File: config.mk
export PLATFORM = sky130hd
export DESIGN_NAME = rv32_rst_seq
export DESIGN_NICKNAME = d
export VERILOG_FILES = /design/src/rtl/rv32_rst_pkg.sv /design/src/rtl/rv32_rst_stagger.sv /design/src/rtl/rv32_rst_seq.sv
export SDC_FILE = /design/constraint.sdc
export NUM_CORES = 1
export LEC_CHECK = 0
export CAP_MARGIN = 5
export CORE_UTILIZATION = 40
export DETAILED_ROUTE_END_ITERATION = 7
export GPL_ROUTABILITY_DRIVEN = 1
export SLEW_MARGIN = 20
export SYNTH_ARGS = -nofsm -noshare
export SYNTH_HDL_FRONTEND = slang
export SYNTH_SLANG_ARGS = --single-unit
File: constraint.sdc
create_clock -name clk -period 3.8 [get_ports clk]
set_input_delay 0.38 -clock clk [delete_from_list [all_inputs] [get_ports clk]]
set_output_delay 0.38 -clock clk [all_outputs]
set_load 0.02 [all_outputs]
File: src/rtl/rv32_rst_pkg.sv
// Shared types and default constants for the rv32 reset/run sequencer.
package rv32_rst_pkg;

    localparam int DEF_NUM_DOMAINS = 4;
    localparam int DEF_HOLD_CYCLES = 16;
    localparam int DEF_STAGGER     = 4;
    localparam int DEF_CNT_W       = 32;

    typedef enum logic [2:0] {
        RESET   = 3'd0,
        HOLD    = 3'd1,
        RELEASE = 3'd2,
        RUN     = 3'd3,
        HALT    = 3'd4
    } rst_state_t;

    // One width serves both the hold counter and the stagger gap counter.
    function automatic int down_cnt_w(input int hold, input int stagger, input int ndom);
        int span;
        span = (hold > stagger * ndom) ? hold : stagger * ndom;
        return $clog2(span + 1);
    endfunction

endpackage

File: src/rtl/rv32_rst_stagger.sv
// Staggered per-domain reset release: bit 0 clears on the start strobe,
// each higher bit clears STAGGER cycles after the one below it.
module rv32_rst_stagger
    import rv32_rst_pkg::*;
#(
    parameter int NUM_DOMAINS = DEF_NUM_DOMAINS,
    parameter int STAGGER     = DEF_STAGGER,
    parameter int DC_W        = 4
) (
    input  logic                   clk,
    input  logic                   rst,
    input  logic                   clear_i,
    input  logic                   start_i,
    output logic [NUM_DOMAINS-1:0] dom_rst_o
);

    localparam logic [NUM_DOMAINS-1:0] ALL_ONES = {NUM_DOMAINS{1'b1}};
    localparam logic [NUM_DOMAINS-1:0] ALL_ZERO = {NUM_DOMAINS{1'b0}};
    localparam logic [DC_W-1:0]        GAP_LOAD = DC_W'(STAGGER - 1);
    localparam logic [DC_W-1:0]        GAP_ZERO = {DC_W{1'b0}};

    logic [NUM_DOMAINS-1:0] dom_d;
    logic [DC_W-1:0]        gap_q;
    logic [DC_W-1:0]        gap_d;

    // Next release mask and gap count; the mask shifts left so zeros fill from bit 0.
    always_comb begin
        dom_d = dom_rst_o;
        gap_d = gap_q;
        if (clear_i) begin
            dom_d = ALL_ONES;
            gap_d = GAP_ZERO;
        end else if (start_i) begin
            dom_d = ALL_ONES << 1;
            gap_d = GAP_LOAD;
        end else if ((dom_rst_o != ALL_ZERO) && (dom_rst_o != ALL_ONES)) begin
            if (gap_q == GAP_ZERO) begin
                dom_d = dom_rst_o << 1;
                gap_d = GAP_LOAD;
            end else begin
                gap_d = gap_q - DC_W'(1);
            end
        end else begin
            dom_d = dom_rst_o;
            gap_d = gap_q;
        end
    end

    // Release mask and gap counter registers.
    always_ff @(posedge clk) begin
        if (!rst) begin
            dom_rst_o <= ALL_ONES;
            gap_q     <= GAP_ZERO;
        end else begin
            dom_rst_o <= dom_d;
            gap_q     <= gap_d;
        end
    end

endmodule

File: src/rtl/rv32_rst_seq.sv
// Reset/run sequencer: stretched reset hold, staggered domain release,
// core clock-enable and a run-cycle counter that halts at a programmable limit.
module rv32_rst_seq
    import rv32_rst_pkg::*;
#(
    parameter int NUM_DOMAINS = DEF_NUM_DOMAINS,
    parameter int HOLD_CYCLES = DEF_HOLD_CYCLES,
    parameter int STAGGER     = DEF_STAGGER,
    parameter int CNT_W       = DEF_CNT_W
) (
    input  logic                   clk,
    input  logic                   rst,
    input  logic                   soft_rst_req,
    input  logic [CNT_W-1:0]       run_limit,
    input  logic                   pause,
    output logic [NUM_DOMAINS-1:0] dom_rst,
    output logic                   clk_en,
    output logic [CNT_W-1:0]       cycle_cnt,
    output logic                   busy,
    output logic                   done
);

    localparam int                     DC_W      = down_cnt_w(HOLD_CYCLES, STAGGER, NUM_DOMAINS);
    localparam logic [DC_W-1:0]        HOLD_LOAD = DC_W'(HOLD_CYCLES - 1);
    localparam logic [DC_W-1:0]        DC_ZERO   = {DC_W{1'b0}};
    localparam logic [CNT_W-1:0]       CNT_ZERO  = {CNT_W{1'b0}};
    localparam logic [CNT_W-1:0]       CNT_MAX   = {CNT_W{1'b1}};
    localparam logic [NUM_DOMAINS-1:0] DOM_ZERO  = {NUM_DOMAINS{1'b0}};

    rst_state_t       state_q;
    logic [DC_W-1:0]  hold_q;
    logic             clk_en_q;
    logic [CNT_W-1:0] cnt_q;
    logic             busy_q;
    logic             done_q;

    logic             soft_s;
    logic             release_go_s;
    logic [CNT_W-1:0] cnt_d;
    logic             limit_hit_s;

    // Soft reset is meaningless before the first hold has started.
    assign soft_s       = soft_rst_req && (state_q != RESET);
    assign release_go_s = (state_q == HOLD) && (hold_q == DC_ZERO);

    // Saturating count of enabled cycles; >= also catches a limit lowered below the count.
    always_comb begin
        cnt_d = cnt_q;
        if (clk_en_q && (cnt_q != CNT_MAX)) begin
            cnt_d = cnt_q + CNT_W'(1);
        end else begin
            cnt_d = cnt_q;
        end
        limit_hit_s = (run_limit != CNT_ZERO) && (cnt_d >= run_limit);
    end

    // Sequencer FSM with registered outputs.
    always_ff @(posedge clk) begin
        if (!rst) begin
            state_q  <= RESET;
            hold_q   <= DC_ZERO;
            clk_en_q <= 1'b0;
            cnt_q    <= CNT_ZERO;
            busy_q   <= 1'b1;
            done_q   <= 1'b0;
        end else if (soft_s) begin
            state_q  <= HOLD;
            hold_q   <= HOLD_LOAD;
            clk_en_q <= 1'b0;
            cnt_q    <= CNT_ZERO;
            busy_q   <= 1'b1;
            done_q   <= 1'b0;
        end else begin
            case (state_q)
                RESET: begin
                    state_q <= HOLD;
                    hold_q  <= HOLD_LOAD;
                end
                HOLD: begin
                    if (hold_q == DC_ZERO) begin
                        state_q <= RELEASE;
                    end else begin
                        hold_q <= hold_q - DC_W'(1);
                    end
                end
                RELEASE: begin
                    if (dom_rst == DOM_ZERO) begin
                        state_q  <= RUN;
                        clk_en_q <= ~pause;
                        busy_q   <= 1'b0;
                    end
                end
                RUN: begin
                    cnt_q <= cnt_d;
                    if (limit_hit_s) begin
                        state_q  <= HALT;
                        clk_en_q <= 1'b0;
                        done_q   <= 1'b1;
                    end else begin
                        clk_en_q <= ~pause;
                    end
                end
                HALT: begin
                    clk_en_q <= 1'b0;
                    done_q   <= 1'b1;
                end
                default: begin
                    state_q  <= RESET;
                    clk_en_q <= 1'b0;
                    busy_q   <= 1'b1;
                    done_q   <= 1'b0;
                end
            endcase
        end
    end

    rv32_rst_stagger #(
        .NUM_DOMAINS(NUM_DOMAINS),
        .STAGGER    (STAGGER),
        .DC_W       (DC_W)
    ) u_stagger (
        .clk      (clk),
        .rst      (rst),
        .clear_i  (soft_s),
        .start_i  (release_go_s),
        .dom_rst_o(dom_rst)
    );

    assign clk_en    = clk_en_q;
    assign cycle_cnt = cnt_q;
    assign busy      = busy_q;
    assign done      = done_q;

endmodule
==> results of run 1 <==
-- per-stage QoR --
| step | util, % | worst slack (ps) |
|---|---|---|
| 4_1_cts | 53.5 | 107 |
| 3_5_place_dp | 52.5 | 129 |
| 2_1_floorplan | - | 229 |
| 3_3_place_gp | 52.5 | 211 |
| 6_report | 53.7 | 240 |
| 5_1_grt | 53.7 | 13.8 |
-- layer usage --
| metal | global-route usage (%) | wire, um |
|---|---|---|
| met5 | 0 | 0 |
| met1 | 28.1 | 4890 |
| met3 | 3.06 | 430 |
| met2 | 36.8 | 5050 |
| met4 | 3.68 | 74 |
-- flip-flops by register name, indices dropped and copies added, names as in the netlist --
name                 cells
cycle_cnt               32
hold_q                   5
u_stagger.gap_q          5
u_stagger.dom_rst_o      4
state_q                  3
busy                     1
clk_en                   1
done                     1
-- area by class of cell --
class,instances,area [um2]
inverter,37,139
tap,129,161
multi-input combinational,402,2630
sequential,52,1040
timing repair buffer,100,948
fill,885,4320
clock inverter,3,21.3
clock buffer,5,68.8
-- where the power goes --
part	internal [mW]	leakage (nW)	total, mW	switching [mW]
sequential	0.555	0.423	0.566	0.0113
clock	0.131	0.0445	0.333	0.201
combinational	0.0732	1.57	0.148	0.0748
-- kinds of logic (layout without fill, tap and decap cells) --
logic type                 after synthesis  count (layout)  share of synthesized area [%]
xor gates and xnor gates                55              55                           12.4
muxes                                    2               2                          0.549
AOI/OAI and AO/OA                       65              65                           9.91
buffers and inverters                   58             145                           5.78
DFF                                     52              52                           26.9
adders and majority gates               35              35                           11.3
and+or+nand+nor                        245             245                           33.2
-- worst paths after layout --
kind	endpoint	start	slack (ps)
setup / recovery	state_q[1]	cycle_cnt[15]	240
hold / removal	hold_q[4]	hold_q[4]	480
setup reg to reg	state_q[1]	cycle_cnt[15]	240
hold reg to reg	hold_q[4]	hold_q[4]	480
-- worst register-to-register path, stage by stage, from the launching register on --
cell and delay, ps:
dfxtp_2 390, and4_2 300, and4_1 270, nand4_1 200
buf_12 220, nand2_1 140, nor2_1 70, xor2_1 150
ha_1 320, nand4_1 140, or4b_2 670, nor3_2 160
o21a_1 150, or3_1 180, a21oi_1 80
-- cells in the mapped netlist (6+ instances only) --
library cell	instances	area, um2
or3_1	6	37.5
nand3_1	26	130
nand2_1	54	203
xnor2_1	23	201
xor2_1	32	280
o21ai_0	17	85.1
dfxtp_1	52	1040
ha_1	35	438
nor4_1	11	68.8
inv_1	37	139
nor3_1	13	65.1
nor2_1	60	225
nand4_1	26	163
o211ai_1	7	52.6
clkbuf_1	15	56.3
or4_1	10	75.1
a21oi_1	27	135
==> impl_metrics.json, run 1 <==
{
  "power_density_nw_per_um2": 209,
  "drv_slew": 0,
  "first_pass_iters": 4,
  "drive_gt1_share_pct": 9.02,
  "clockBufferDepth": 2,
  "core_um2": 9330,
  "dpl.hpwl_mm": 8.40,
  "postCtsHoldBufs": 0,
  "cp.arrival_ps": 3740,
  "status": "finished clean",
  "post-route-min-period_ps": 3560,
  "track_usage_pct": 21.2,
  "viasPerCell": 5.30,
  "syn2layout_area_growth_pct": 29.2,
  "synth.distinct_cells": 47,
  "rsz0062_at_grt": "no",
  "clk-insertion-delay-late_ps": 310,
  "peakVddDrop_mv": 0.149,
  "synthArstFlopShare_pct": 0,
  "initial_core_util_pct": 41.6,
  "setup_violations": 0,
  "cts_resized": 0,
  "critPathBufInv": 1,
  "clockRootBuffer": "clkbuf_8",
  "timing.slew.headroom_pct": 62.7,
  "routed_wl_mm": 10.4,
  "vias": 3862,
  "synthCells": 512,
  "place_inst": 720,
  "clkTransAtPathRegs_ps": 100,
  "drtIter0Drc": 150,
  "tns_ps": 0,
  "cpMostUsedCell": "nand4_1",
  "yosysSeqAreaShare_pct": 26.9,
  "r2r_cells": 14,
  "synth_area_um2": 3880,
  "drv_cap": 0,
  "finalPower_mw": 1.05,
  "skew_ps": 4.75,
  "final_common_cell": "clkdlybuf4s50_1",
  "layout_common_cells": "clkdlybuf4s50_1, nor2_1, nand2_1",
  "cts_tree": "yes",
  "min_period_over_period_pct": 93.7,
  "path_cells": "and4_2 -> and4_1 -> nand4_1 -> buf_12 -> nand2_1 -> nor2_1 -> xor2_1 -> ha_1 -> nand4_1 -> or4b_2 -> nor3_2 -> o21a_1 -> or3_1 -> a21oi_1",
  "fin_nets": 669,
  "critical-path-top-delay-family": "simple AND/OR/NAND/NOR gates",
  "rows": 35,
  "cts_made_buffers": 5,
  "crit_required_ps": 3980,
  "path_max_fanout": 27,
  "grt_max_degree": 28,
  "max_stage_delay_ps": 670,
  "die_area_um2": 10100,
  "cp.depth": 14,
  "num_io_pins": 75,
  "ys.flop_type": "dfxtp_1",
  "synth_edf_count": 0,
  "overflow": 0,
  "antenna_found_initial": 0,
  "hold_path_depth": 1,
  "worst_pin_slew_ps": 560,
  "yosysWarnings": 0,
  "htreeDepth": 2,
  "worstSetupEndpointType": "register",
  "hold_violations": 0,
  "critPathLaunchType": "register",
  "ant_nets": 0,
  "place_area_um2": 4900,
  "hold_ws_ps": 484,
  "drc": 0,
  "diodes": 0,
  "gp_congestion": 0.848,
  "slowest_stage": "or4b_2",
  "crit_type": "register to register",
  "hp-class": "register to register",
  "clkSinkCount": 52,
  "io_buffers": 74,
  "synth-seq-cells": 52,
  "p_leak_nw": 2.04,
  "grt_pass1_wl_mm": 17.0,
  "die_w_um": 100,
  "post_drt_wl_per_cell_um": 14.3,
  "syn_avg_cell_area_um2": 7.57,
  "layout.cell_area.non_filler_um2": 5010,
  "syn_nets": 583,
  "first_global_vias": 3622,
  "die_h_um": 100,
  "post_cts_buffers": 0,
  "finalNonFillerCells": 728,
  "max_freq_mhz": 281
}
Note: power is estimated with default switching activity, not from simulation.
==> run 2, diff against run 1 <==
Settings changed: PLACE_DENSITY set to 0.66.
==> run 2 against run 1 <==
Total power grew 1.7%. First-iteration DRC count grew 3.3%. Final cell count is the same. Clock skew grew 3.5 ps. Die area is the same. Non-clock buffer count is the same. Register-to-register slack gained 20 ps. Largest power group unchanged. Global-route usage grew 0.45 points. Clock power grew 4%. Maximum frequency grew 0.63%. Setup slack gained 22 ps.
==> impl_metrics.json, run 2 (synthesis results as in run 1) <==
{
  "layout.cell_area.non_filler_um2": 5020,
  "postCtsHoldBufs": 0,
  "grt_pass1_wl_mm": 17.4,
  "place_area_um2": 4890,
  "antenna_found_initial": 0,
  "max_stage_delay_ps": 410,
  "drc": 0,
  "htreeDepth": 2,
  "hold_ws_ps": 486,
  "gp_congestion": 0.928,
  "post-route-min-period_ps": 3540,
  "clkTransAtPathRegs_ps": 100,
  "clk-insertion-delay-late_ps": 320,
  "timing.slew.headroom_pct": 57.2,
  "clockBufferDepth": 2,
  "diodes": 0,
  "rows": 35,
  "initial_core_util_pct": 41.6,
  "hold_violations": 0,
  "dpl.hpwl_mm": 8.47,
  "post_drt_wl_per_cell_um": 14.7,
  "max_freq_mhz": 283,
  "die_w_um": 100,
  "drv_slew": 0,
  "finalPower_mw": 1.06,
  "path_cells": "ha_1 -> nand4_1 -> nor3_2 -> nand4_1 -> buf_12 -> nand2_1 -> mux2_2 -> ha_1 -> a2111oi_2 -> buf_4 -> nor3_1 -> o21a_1 -> or3_1 -> a21oi_1",
  "clockRootBuffer": "clkbuf_8",
  "min_period_over_period_pct": 93.1,
  "drive_gt1_share_pct": 8.85,
  "slowest_stage": "a2111oi_2",
  "p_leak_nw": 2.04,
  "path_max_fanout": 16,
  "layout_common_cells": "clkdlybuf4s50_1, nor2_1, nand2_1",
  "drv_cap": 0,
  "first_pass_iters": 4,
  "syn2layout_area_growth_pct": 29.4,
  "setup_violations": 0,
  "skew_ps": 8.29,
  "track_usage_pct": 21.7,
  "die_area_um2": 10100,
  "r2r_cells": 14,
  "grt_max_degree": 19,
  "vias": 3891,
  "critPathLaunchType": "register",
  "cp.arrival_ps": 3790,
  "crit_required_ps": 4060,
  "ant_nets": 0,
  "drtIter0Drc": 155,
  "die_h_um": 100,
  "first_global_vias": 3633,
  "num_io_pins": 75,
  "final_common_cell": "clkdlybuf4s50_1",
  "tns_ps": 0,
  "overflow": 0,
  "peakVddDrop_mv": 0.180,
  "io_buffers": 74,
  "utilization_pct": 53.8,
  "hold_path_depth": 1,
  "worstSetupEndpointType": "register",
  "routed_wl_mm": 10.7,
  "core_um2": 9330,
  "power_density_nw_per_um2": 212,
  "clkSinkCount": 52,
  "status": "finished clean",
  "worst_pin_slew_ps": 642,
  "cts_tree": "yes",
  "fin_nets": 669,
  "crit_type": "register to register",
  "hp-class": "register to register",
  "viasPerCell": 5.34,
  "largest_reg_flops": 32,
  "cts_made_buffers": 5
}
run 2: cell count changes in the layout (fill, tap and decap cells not counted), sizes merged:
cell / change
clkinv: -1
inv: +1
run 2: metrics by stage:
step / instances / setup slack, ps
2_1_floorplan: 512 / 229
4_1_cts: 727 / 117
3_3_place_gp: 719 / 82.4
6_report: 728 / 262
3_5_place_dp: 719 / 16.7
5_1_grt: 728 / -34.3
run 2: worst max-delay path: cells and delay by family, from the launching register on:
family / cells / cell delay (ps)
buffers and inverters: 2 / 380
AO/OA/AOI/OAI: 3 / 720
AND/OR/NAND/NOR: 6 / 1200
multiplexers: 1 / 340
adder cells (fa/ha/maj): 2 / 480
flip-flops: 1 / 350
run 2: timing repair:
item	in CTS	in global routing
pin swaps	0	1
endpoints found under the setup margin	3	5
hold endpoints to repair	0	0
gates resized for setup	1	7
buffers inserted	0	1
run 2: area by class of cell:
type	instances	area, um2
Sequential cell	52	1040
Tap cell	129	161
Fill cell	915	4310
Inverter	37	139
Timing Repair Buffer	100	948
Multi-Input combinational cell	402	2630
Clock buffer	5	68.8
Clock inverter	3	25.0
run 2: layer usage:
metal / vias up / global-route usage (%) / share of wire (%)
met2: 68 / 37.1 / 48
met4: 0 / 6.58 / 1.6
li1: 1969 / - / -
met1: 1839 / 28.4 / 48
met5: - / 0 / 0
met3: 15 / 2.51 / 2.7
run 2: worst paths after layout:
path	startpoint	end	slack, ps
hold reg to reg	hold_q[4]	hold_q[4]	490
setup / recovery	cycle_cnt[0]	state_q[1]	260
setup reg to reg	cycle_cnt[0]	state_q[1]	260
hold / removal	hold_q[4]	hold_q[4]	490
run 2: report_power, final:
part           internal, mW  switching (mW)
logic                0.0746          0.0771
registers             0.555          0.0114
clock network         0.135           0.212
==> run 3, diff against run 2 <==
Settings changed: CTS_BUF_LIST set to sky130_fd_sc_hd__clkbuf_8.
==> results of run 3 <==
No change in the layout: final DEF, timing and power equal those of run 2.
